==> config.mk <==
export PLATFORM = sky130hd
export DESIGN_NAME = mem_region_arbiter
export DESIGN_NICKNAME = d
export VERILOG_FILES = /design/src/rtl/mem_arb_pkg.sv /design/src/rtl/rr_arbiter.sv /design/src/rtl/mem_region_arbiter.sv
export SDC_FILE = /design/constraint.sdc
export NUM_CORES = 1
export LEC_CHECK = 0
export BUFFER_PORTS_ARGS = -buffer_cell sky130_fd_sc_hd__buf_2
export CAP_MARGIN = 25
export CORE_AREA = 2 2 364 366
export CTS_CLUSTER_DIAMETER = 120
export CTS_CLUSTER_SIZE = 10
export DETAILED_ROUTE_END_ITERATION = 16
export DIE_AREA = 0 0 366 368
export GPL_TIMING_DRIVEN = 1
export PLACE_DENSITY_LB_ADDON = 0.1
export SLEW_MARGIN = 20
export SYNTH_ARGS = -nofsm -noshare
export SYNTH_HDL_FRONTEND = slang
export SYNTH_HIERARCHICAL = 1
export SYNTH_SLANG_ARGS = --single-unit
==> constraint.sdc <==
create_clock -name clk -period 20.2 [get_ports clk]
set_input_delay 1.01 -clock clk [delete_from_list [all_inputs] [get_ports clk]]
set_output_delay 1.01 -clock clk [all_outputs]
set_load 0.05 [all_outputs]
==> src/rtl/mem_arb_pkg.sv <==
// Shared types and constants for the memory-region arbiter: FSM states,
// requester IDs and small one-hot/index helpers.
package mem_arb_pkg;

    localparam int NREQ      = 3;
    localparam int REQ_IDX_W = 2;

    localparam int REQ_IFETCH = 0;
    localparam int REQ_CPU    = 1;
    localparam int REQ_HOST   = 2;

    typedef enum logic [2:0] {
        ST_IDLE     = 3'd0,
        ST_CHECK    = 3'd1,
        ST_ISSUE    = 3'd2,
        ST_WAIT_RSP = 3'd3,
        ST_ERR_RSP  = 3'd4
    } state_e;

    function automatic logic [NREQ-1:0] idx_to_onehot(input logic [REQ_IDX_W-1:0] idx);
        return NREQ'(1) << idx;
    endfunction

    function automatic logic [REQ_IDX_W-1:0] onehot_to_idx(input logic [NREQ-1:0] oh);
        logic [REQ_IDX_W-1:0] idx;
        idx = '0;
        for (int i = 0; i < NREQ; i++) begin
            if (oh[i]) idx = REQ_IDX_W'(i);
        end
        return idx;
    endfunction

    // Wraps NREQ-1 back to 0 so the pointer never leaves the requester range.
    function automatic logic [REQ_IDX_W-1:0] next_idx(input logic [REQ_IDX_W-1:0] idx);
        return (idx == REQ_IDX_W'(NREQ - 1)) ? '0 : idx + 1'b1;
    endfunction

endpackage

==> src/rtl/rr_arbiter.sv <==
// Combinational round-robin arbiter: searches from 'pointer' upward (with
// wrap) and grants the first requester found, one-hot.
module rr_arbiter
    import mem_arb_pkg::*;
#(
    parameter int N     = NREQ,
    parameter int PTR_W = REQ_IDX_W
) (
    input  logic [N-1:0]     req,
    input  logic [PTR_W-1:0] pointer,
    output logic [N-1:0]     grant
);

    logic [PTR_W-1:0] idx;
    logic             found;

    always_comb begin
        grant = '0;
        found = 1'b0;
        idx   = pointer;
        for (int i = 0; i < N; i++) begin
            if (!found && req[idx]) begin
                grant[idx] = 1'b1;
                found      = 1'b1;
            end
            idx = (idx == PTR_W'(N - 1)) ? '0 : idx + 1'b1;
        end
    end

endmodule

==> src/rtl/mem_region_arbiter.sv <==
// Arbitrates three requesters onto one memory port, one transaction at a time,
// rejecting accesses that fall outside each requester's permitted region.
module mem_region_arbiter
    import mem_arb_pkg::*;
#(
    parameter int ADDR_W  = 64,
    parameter int DATA_W  = 64,
    parameter int TIMEOUT = 1024
) (
    input  logic                   clk,
    input  logic                   reset,
    input  logic [ADDR_W-1:0]      im_bottom,
    input  logic [ADDR_W-1:0]      im_top,
    input  logic [ADDR_W-1:0]      dm_bottom,
    input  logic [ADDR_W-1:0]      dm_top,
    input  logic [NREQ-1:0]        req_valid,
    output logic [NREQ-1:0]        req_ready,
    input  logic [NREQ-1:0]        req_we,
    input  logic [NREQ*ADDR_W-1:0] req_addr,
    input  logic [NREQ*DATA_W-1:0] req_wdata,
    output logic [NREQ-1:0]        rsp_valid,
    output logic [DATA_W-1:0]      rsp_data,
    output logic                   rsp_err,
    output logic                   mem_req_valid,
    input  logic                   mem_req_ready,
    output logic                   mem_we,
    output logic [ADDR_W-1:0]      mem_addr,
    output logic [DATA_W-1:0]      mem_wdata,
    input  logic                   mem_rsp_valid,
    input  logic [DATA_W-1:0]      mem_rsp_data,
    output logic [15:0]            viol_count,
    output logic                   timeout_flag,
    output logic                   spurious_flag,
    output logic [2:0]             dbg_state
);

    // Handshake: a requester holds req_valid and its payload steady until it
    // sees req_ready (IDLE only, one cycle); downstream, mem_req_valid holds
    // with a stable payload until mem_req_ready is sampled high.

    localparam int BYTES = DATA_W / 8;
    localparam int CNT_W = $clog2(TIMEOUT + 1);

    state_e                 state_q, state_d;
    logic [REQ_IDX_W-1:0]   ptr_q, ptr_d;
    logic [REQ_IDX_W-1:0]   id_q, id_d;
    logic                   we_q, we_d;
    logic [ADDR_W-1:0]      addr_q, addr_d;
    logic [DATA_W-1:0]      wdata_q, wdata_d;
    logic [CNT_W-1:0]       cnt_q, cnt_d;
    logic [NREQ-1:0]        rsp_valid_q, rsp_valid_d;
    logic [DATA_W-1:0]      rsp_data_q, rsp_data_d;
    logic                   rsp_err_q, rsp_err_d;
    logic [15:0]            viol_q, viol_d;
    logic                   timeout_q, timeout_d;
    logic                   spurious_q, spurious_d;

    logic [NREQ-1:0]        grant;
    logic [REQ_IDX_W-1:0]   grant_idx;
    logic [ADDR_W:0]        end_addr;
    logic                   carry;
    logic                   im_ok, dm_ok, legal;

    rr_arbiter #(
        .N     (NREQ),
        .PTR_W (REQ_IDX_W)
    ) u_rr (
        .req     (req_valid),
        .pointer (ptr_q),
        .grant   (grant)
    );

    assign grant_idx = onehot_to_idx(grant);

    // Last byte address carries one extra bit so a wrap past the top of the
    // address space shows up as a violation instead of a small address.
    assign end_addr = {1'b0, addr_q} + (ADDR_W + 1)'(BYTES - 1);
    assign carry    = end_addr[ADDR_W];
    assign im_ok    = !carry && (im_bottom <= im_top) && (im_bottom <= addr_q)
                      && (end_addr[ADDR_W-1:0] <= im_top);
    assign dm_ok    = !carry && (dm_bottom <= dm_top) && (dm_bottom <= addr_q)
                      && (end_addr[ADDR_W-1:0] <= dm_top);

    always_comb begin
        legal = 1'b0;
        case (id_q)
            REQ_IDX_W'(REQ_IFETCH): legal = !we_q && im_ok;
            REQ_IDX_W'(REQ_CPU):    legal = dm_ok;
            REQ_IDX_W'(REQ_HOST):   legal = im_ok || dm_ok;
            default:                legal = 1'b0;
        endcase
    end

    always_comb begin
        state_d     = state_q;
        ptr_d       = ptr_q;
        id_d        = id_q;
        we_d        = we_q;
        addr_d      = addr_q;
        wdata_d     = wdata_q;
        cnt_d       = cnt_q;
        rsp_valid_d = '0;
        rsp_data_d  = '0;
        rsp_err_d   = 1'b0;
        viol_d      = viol_q;
        timeout_d   = timeout_q;
        spurious_d  = spurious_q;
        req_ready   = '0;

        if (mem_rsp_valid && (state_q != ST_WAIT_RSP)) spurious_d = 1'b1;

        case (state_q)
            ST_IDLE: begin
                if (|req_valid) begin
                    req_ready = reset ? '0 : grant;
                    id_d      = grant_idx;
                    we_d      = req_we[grant_idx];
                    addr_d    = req_addr[int'(grant_idx)*ADDR_W +: ADDR_W];
                    wdata_d   = req_wdata[int'(grant_idx)*DATA_W +: DATA_W];
                    ptr_d     = next_idx(grant_idx);
                    state_d   = ST_CHECK;
                end
            end
            ST_CHECK: begin
                if (legal) begin
                    state_d = ST_ISSUE;
                end else begin
                    // Error pulse is registered so it is visible during ERR_RSP.
                    rsp_valid_d = idx_to_onehot(id_q);
                    rsp_err_d   = 1'b1;
                    viol_d      = (viol_q == 16'hFFFF) ? viol_q : viol_q + 16'd1;
                    state_d     = ST_ERR_RSP;
                end
            end
            ST_ISSUE: begin
                if (mem_req_ready) begin
                    cnt_d   = '0;
                    state_d = ST_WAIT_RSP;
                end
            end
            ST_WAIT_RSP: begin
                if (mem_rsp_valid) begin
                    rsp_valid_d = idx_to_onehot(id_q);
                    rsp_data_d  = mem_rsp_data;
                    state_d     = ST_IDLE;
                end else if (cnt_q == CNT_W'(TIMEOUT - 1)) begin
                    rsp_valid_d = idx_to_onehot(id_q);
                    rsp_err_d   = 1'b1;
                    timeout_d   = 1'b1;
                    state_d     = ST_IDLE;
                end else begin
                    cnt_d = cnt_q + 1'b1;
                end
            end
            ST_ERR_RSP: begin
                state_d = ST_IDLE;
            end
            default: begin
                state_d = ST_IDLE;
            end
        endcase
    end

    always_ff @(posedge clk or posedge reset) begin
        if (reset) begin
            state_q     <= ST_IDLE;
            ptr_q       <= '0;
            id_q        <= '0;
            we_q        <= 1'b0;
            addr_q      <= '0;
            wdata_q     <= '0;
            cnt_q       <= '0;
            rsp_valid_q <= '0;
            rsp_data_q  <= '0;
            rsp_err_q   <= 1'b0;
            viol_q      <= '0;
            timeout_q   <= 1'b0;
            spurious_q  <= 1'b0;
        end else begin
            state_q     <= state_d;
            ptr_q       <= ptr_d;
            id_q        <= id_d;
            we_q        <= we_d;
            addr_q      <= addr_d;
            wdata_q     <= wdata_d;
            cnt_q       <= cnt_d;
            rsp_valid_q <= rsp_valid_d;
            rsp_data_q  <= rsp_data_d;
            rsp_err_q   <= rsp_err_d;
            viol_q      <= viol_d;
            timeout_q   <= timeout_d;
            spurious_q  <= spurious_d;
        end
    end

    assign mem_req_valid = (state_q == ST_ISSUE);
    assign mem_we        = we_q;
    assign mem_addr      = addr_q;
    assign mem_wdata     = wdata_q;
    assign rsp_valid     = rsp_valid_q;
    assign rsp_data      = rsp_data_q;
    assign rsp_err       = rsp_err_q;
    assign viol_count    = viol_q;
    assign timeout_flag  = timeout_q;
    assign spurious_flag = spurious_q;
    assign dbg_state     = state_q;

endmodule
==> summary.md <==
| Metric | Value |
|---|---|
| Cell depth of the worst setup path | `21` |
| Main synth FF type | `dfrtp_1` |
| Longest Clk Path Bufs | `3` |
| Initial antenna violation count | `64` |
| Crit-path cells | `nor3_1, nor3_2, nand4_1, or3_1, nand2b_4, nor2_4, nand2_1, or3_1, nor3_1, xnor2_1, ha_1, nand4_1, nor4_1, nor3b_1, nand2_1, nor4b_1, a311oi_1, and4_4, a2bb2oi_4, nand2_1, mux2_1` |
| Sw power | `0.00199 W` |
| Port Buffer Count | `935` |
| Crit Reg-Reg Startpoint | `mem_addr[0]$_DFFE_PP0P_` |
| Internal | `0.00153 W` |
| Worst r2r path cells | `21` |
| Final Setup Violations | `0` |
| Clock power share | `14.0%` |
| Synthesized flop and latch total | `232` |
| Max transition margin | `36.1%` |
| Critical path's top delay family | `simple AND/OR/NAND/NOR gates` |
| Crit path buf inv count | `0` |
| Later-pin clock latency in the skew report | `0.63 ns` |
| Status | `completed` |
| GPL Wtd Cong | `0.851` |
| Vias/cell | `4.19` |
| Routed WL | `125,000 µm` |
| Clock root cell | `clkbuf_16` |
| Total track usage | `18.0%` |
| WP data required | `20.70 ns` |
| GRT Max-Usage Layer | `met2` |
| Routed Antenna Nets | `0` |
| Met2 usage | `33.2%` |
| Die width | `366 µm` |
| Post-synth ARST share | `100%` |
| Placed cells | `5,168` |
| Pin count of the biggest net entering global routing | `82` |
| Final period utilization | `33.0%` |
| Max Clock Freq | `150 MHz` |
| Setup Crit Path Kind | `reg2reg` |
| Seq pwr share | `22.7%` |
| Syn Std Cell Area | `21,100 µm²` |
| Fin Setup TNS | `0 ns` |
| Total grt overflow | `0` |
| Final hold violation count | `0` |
| # clock sinks | `232` |
| Cell variety after synth | `64` |
| CTS tree | `done` |
| IO Pins | `936` |
| Core area | `131,000 µm²` |
| DRT iter0 DRCs | `880` |
| Max IR drop VDD | `0.0711 mV` |
| Leak | `14.7 nW` |
| Syn nets | `3,640` |
| Die footprint | `135,000 µm²` |
| Layout cells sized above 1 | `29.5%` |
| Comb power frac | `63.3%` |
| Clock slew at reported path FFs | `0.07 ns` |
| Synth top area cells | `dfrtp_1 (28%), ha_1 (23%), a21oi_1 (7.1%)` |
| Row cnt | `133` |
| Cell Count, Final, Fillers Out | `5,216` |
| Worst Tran Pin Value | `0.952 ns` |
| Initial Util | `16.1%` |
| Area leader, netlist | `dfrtp_1` |
| Worst EP arrival | `7.16 ns` |
| CP endpoint | `viol_count[1]$_DFFE_PP0P_` |
| Crit. End Element | `register` |
| Dpl ws | `13.38 ns` |
| Worst Clk Skew | `0.0264 ns` |
| CTS Buf Count | `29` |
| Most common cell type on the critical path | `nand2_1` |
| RSZ-0062 raised after global routing | `false` |
| Vias in the first global route | `22.7k` |
| Worst hold path type | `reg2reg` |
| Sw frac | `56.6%` |
| Final Slew Violations | `0` |
| Hpwl dp | `110,000 µm` |
| Post-Syn Instances | `2,539` |
| PwrDens | `123 nW/µm²` |
| GR Layer Usage met1 | `19.4%` |
| Final setup margin | `13.53 ns` |
| First-pass GRT wire length | `173,000 µm` |
| CP max stage delay | `0.53 ns` |
| Crit start category | `register` |
| Final min period | `6.67 ns` |
| Worst reg2reg endpoint | `viol_count[1]$_DFFE_PP0P_` |
| Post-cts gate resize count | `0` |
| M3 GR Usage | `4.92%` |
| Synth Warn # | `6` |
| Hold slack | `0.452 ns` |
| CTS hold repair buffers | `0` |
| Area Growth Syn to Fin | `36.1%` |
| Worst setup startpoint | `mem_addr[0]$_DFFE_PP0P_` |
| DRT Pass-1 Iters | `5` |
| Number of enable flip-flop cells after synthesis | `0` |
| Yosys top cell area share | `27.6%` |
| Syn_area_per_cell | `8.29 µm²` |
| DR WL/cell | `24.0 µm` |
| Reg2reg setup slack | `13.53 ns` |
| Die H | `368 µm` |
| Max Cap Viol | `0` |
| Crit Path Max Fanout | `18` |
| Via count | `21.8k` |
| Worst-path cell with the longest stage delay | `or3_1` |
| Nets | `4,545` |
| CTS H-tree depth | `1` |
| Post-CTS Repair Setup Buffers | `0` |
| Residual DRC | `0` |
| Seq/Total Area, Yosys | `27.6%` |
## worst register-to-register path: cells and delay by family (launching register included)
| kind | cells | cell delay (ns) |
|---|---|---|
| AO/OA/AOI/OAI | 2 | 0.61 |
| XOR/XNOR | 1 | 0.13 |
| AND/OR/NAND/NOR | 16 | 4.62 |
| multiplexers | 1 | 0.36 |
| adder cells (fa/ha/maj) | 1 | 0.32 |
| flip-flops | 1 | 0.51 |
## cell usage after synthesis, drive strengths merged (2+ instances only)
cell type,n
nand4,95
mux2i,129
nand2b,10
and4,11
nor3,34
clkbuf,65
o31ai,2
dfrtp,232
a31oi,3
nand2,276
xor2,7
a22o,2
buf,17
nor2,188
nor4,26
a221oi,11
o211ai,7
a221o,8
a21boi,2
a311oi,2
inv,208
o21ai,189
xnor2,74
a211o,2
and2,69
nor2b,15
ha,387
a22oi,2
nor4b,2
a21o,25
and3,17
o22ai,2
nor3b,8
a21oi,297
a2111oi,7
nand3,69
a211oi,14
or3,7
mux2,4
o21bai,2
## area by class of cell
cell class	instances	area, µm²
fillers	14900	102000
multi-input cells	2017	14200
flip-flops and latches	232	5810
repair buffers	956	4840
well taps	1755	2200
inverters	208	788
clock buffers	31	733
clock inverters	6	56.3
diodes	11	27.5
## per-stage QoR
step | utilization (%) | instance area [µm²] | total power (W)
after floorplan | - | 21100 | 0.00225
after global placement | 21.3 | 27800 | 0.00309
after detailed placement | 21.3 | 27800 | 0.00308
after CTS | 21.9 | 28600 | 0.00361
after global routing | 21.9 | 28700 | 0.00384
final | 21.9 | 28700 | 0.00352
## per-layer routing
| metal | up-vias | wire, µm | part of all wire (%) |
|---|---|---|---|
| met5 | - | 256 | 0.20 |
| met1 | 9968 | 47200 | 38 |
| met3 | 208 | 8510 | 6.8 |
| li1 | 10900 | - | - |
| met2 | 751 | 63700 | 51 |
| met4 | 46 | 5320 | 4.3 |
## how the worst min path moves through the flow
| stage | from | endpoint | slack [ns] | cells past startpoint |
|---|---|---|---|---|
| 2_1_floorplan | cnt_q[10]$_DFFE_PP0P_ | cnt_q[10]$_DFFE_PP0P_ | 0.45 | 1 |
| 3_3_place_gp | spurious_flag$_DFFE_PP0P_ | spurious_flag$_DFFE_PP0P_ | 0.43 | 1 |
| 3_5_place_dp | spurious_flag$_DFFE_PP0P_ | spurious_flag$_DFFE_PP0P_ | 0.44 | 1 |
| 4_1_cts | reset | ptr_q[0]$_DFFE_PP0P_ | 0.44 | 2 |
| 5_1_grt | reset | ptr_q[0]$_DFFE_PP0P_ | 0.46 | 2 |
| 6_report | spurious_flag$_DFFE_PP0P_ | spurious_flag$_DFFE_PP0P_ | 0.45 | 1 |
## power by group through the flow
stage / registers (W) / clock network [W] / logic, W
after floorplan: 0.00122 / 0 / 0.00102
after global placement: 0.000802 / 0 / 0.00229
after detailed placement: 0.000808 / 0 / 0.00227
after CTS: 0.000803 / 0.000526 / 0.00228
after global routing: 0.000828 / 0.000533 / 0.00247
final: 0.000799 / 0.000493 / 0.00223
## registers in the layout (all words and copies together), names as in the netlist
name and flops:
ptr_q 2, mem_we 1, cnt_q 11, viol_count 16, mem_wdata 64, spurious_flag 1, mem_addr 64, rsp_data 64
rsp_err 1, rsp_valid 3, id_q 1, timeout_flag 1, dbg_state 3
## cell families after synthesis
| kind of cell | after synthesis | synth area share (%) |
|---|---|---|
| muxes | 133 | 6.35 |
| DFF | 232 | 27.6 |
| AOI/OAI and AO/OA | 584 | 15.4 |
| xor gates and xnor gates | 81 | 3.37 |
| and+or+nand+nor | 832 | 19.1 |
| adders and majority gates | 387 | 23.0 |
| buffers and inverters | 290 | 5.21 |
## cells in the final DEF, fill, tap and decap left out, types with 69 or more instances in the layout
| master | instances |
|---|---|
| a21oi_1 | 297 |
| and2_1 | 69 |
| buf_2 | 935 |
| dfrtp_1 | 232 |
| ha_1 | 387 |
| inv_1 | 206 |
| mux2i_1 | 129 |
| nand2_1 | 275 |
| nand3_1 | 69 |
| nand4_1 | 95 |
| nor2_1 | 186 |
| o21ai_0 | 187 |
| xnor2_1 | 74 |
Note: power is estimated with default switching activity, not from simulation.
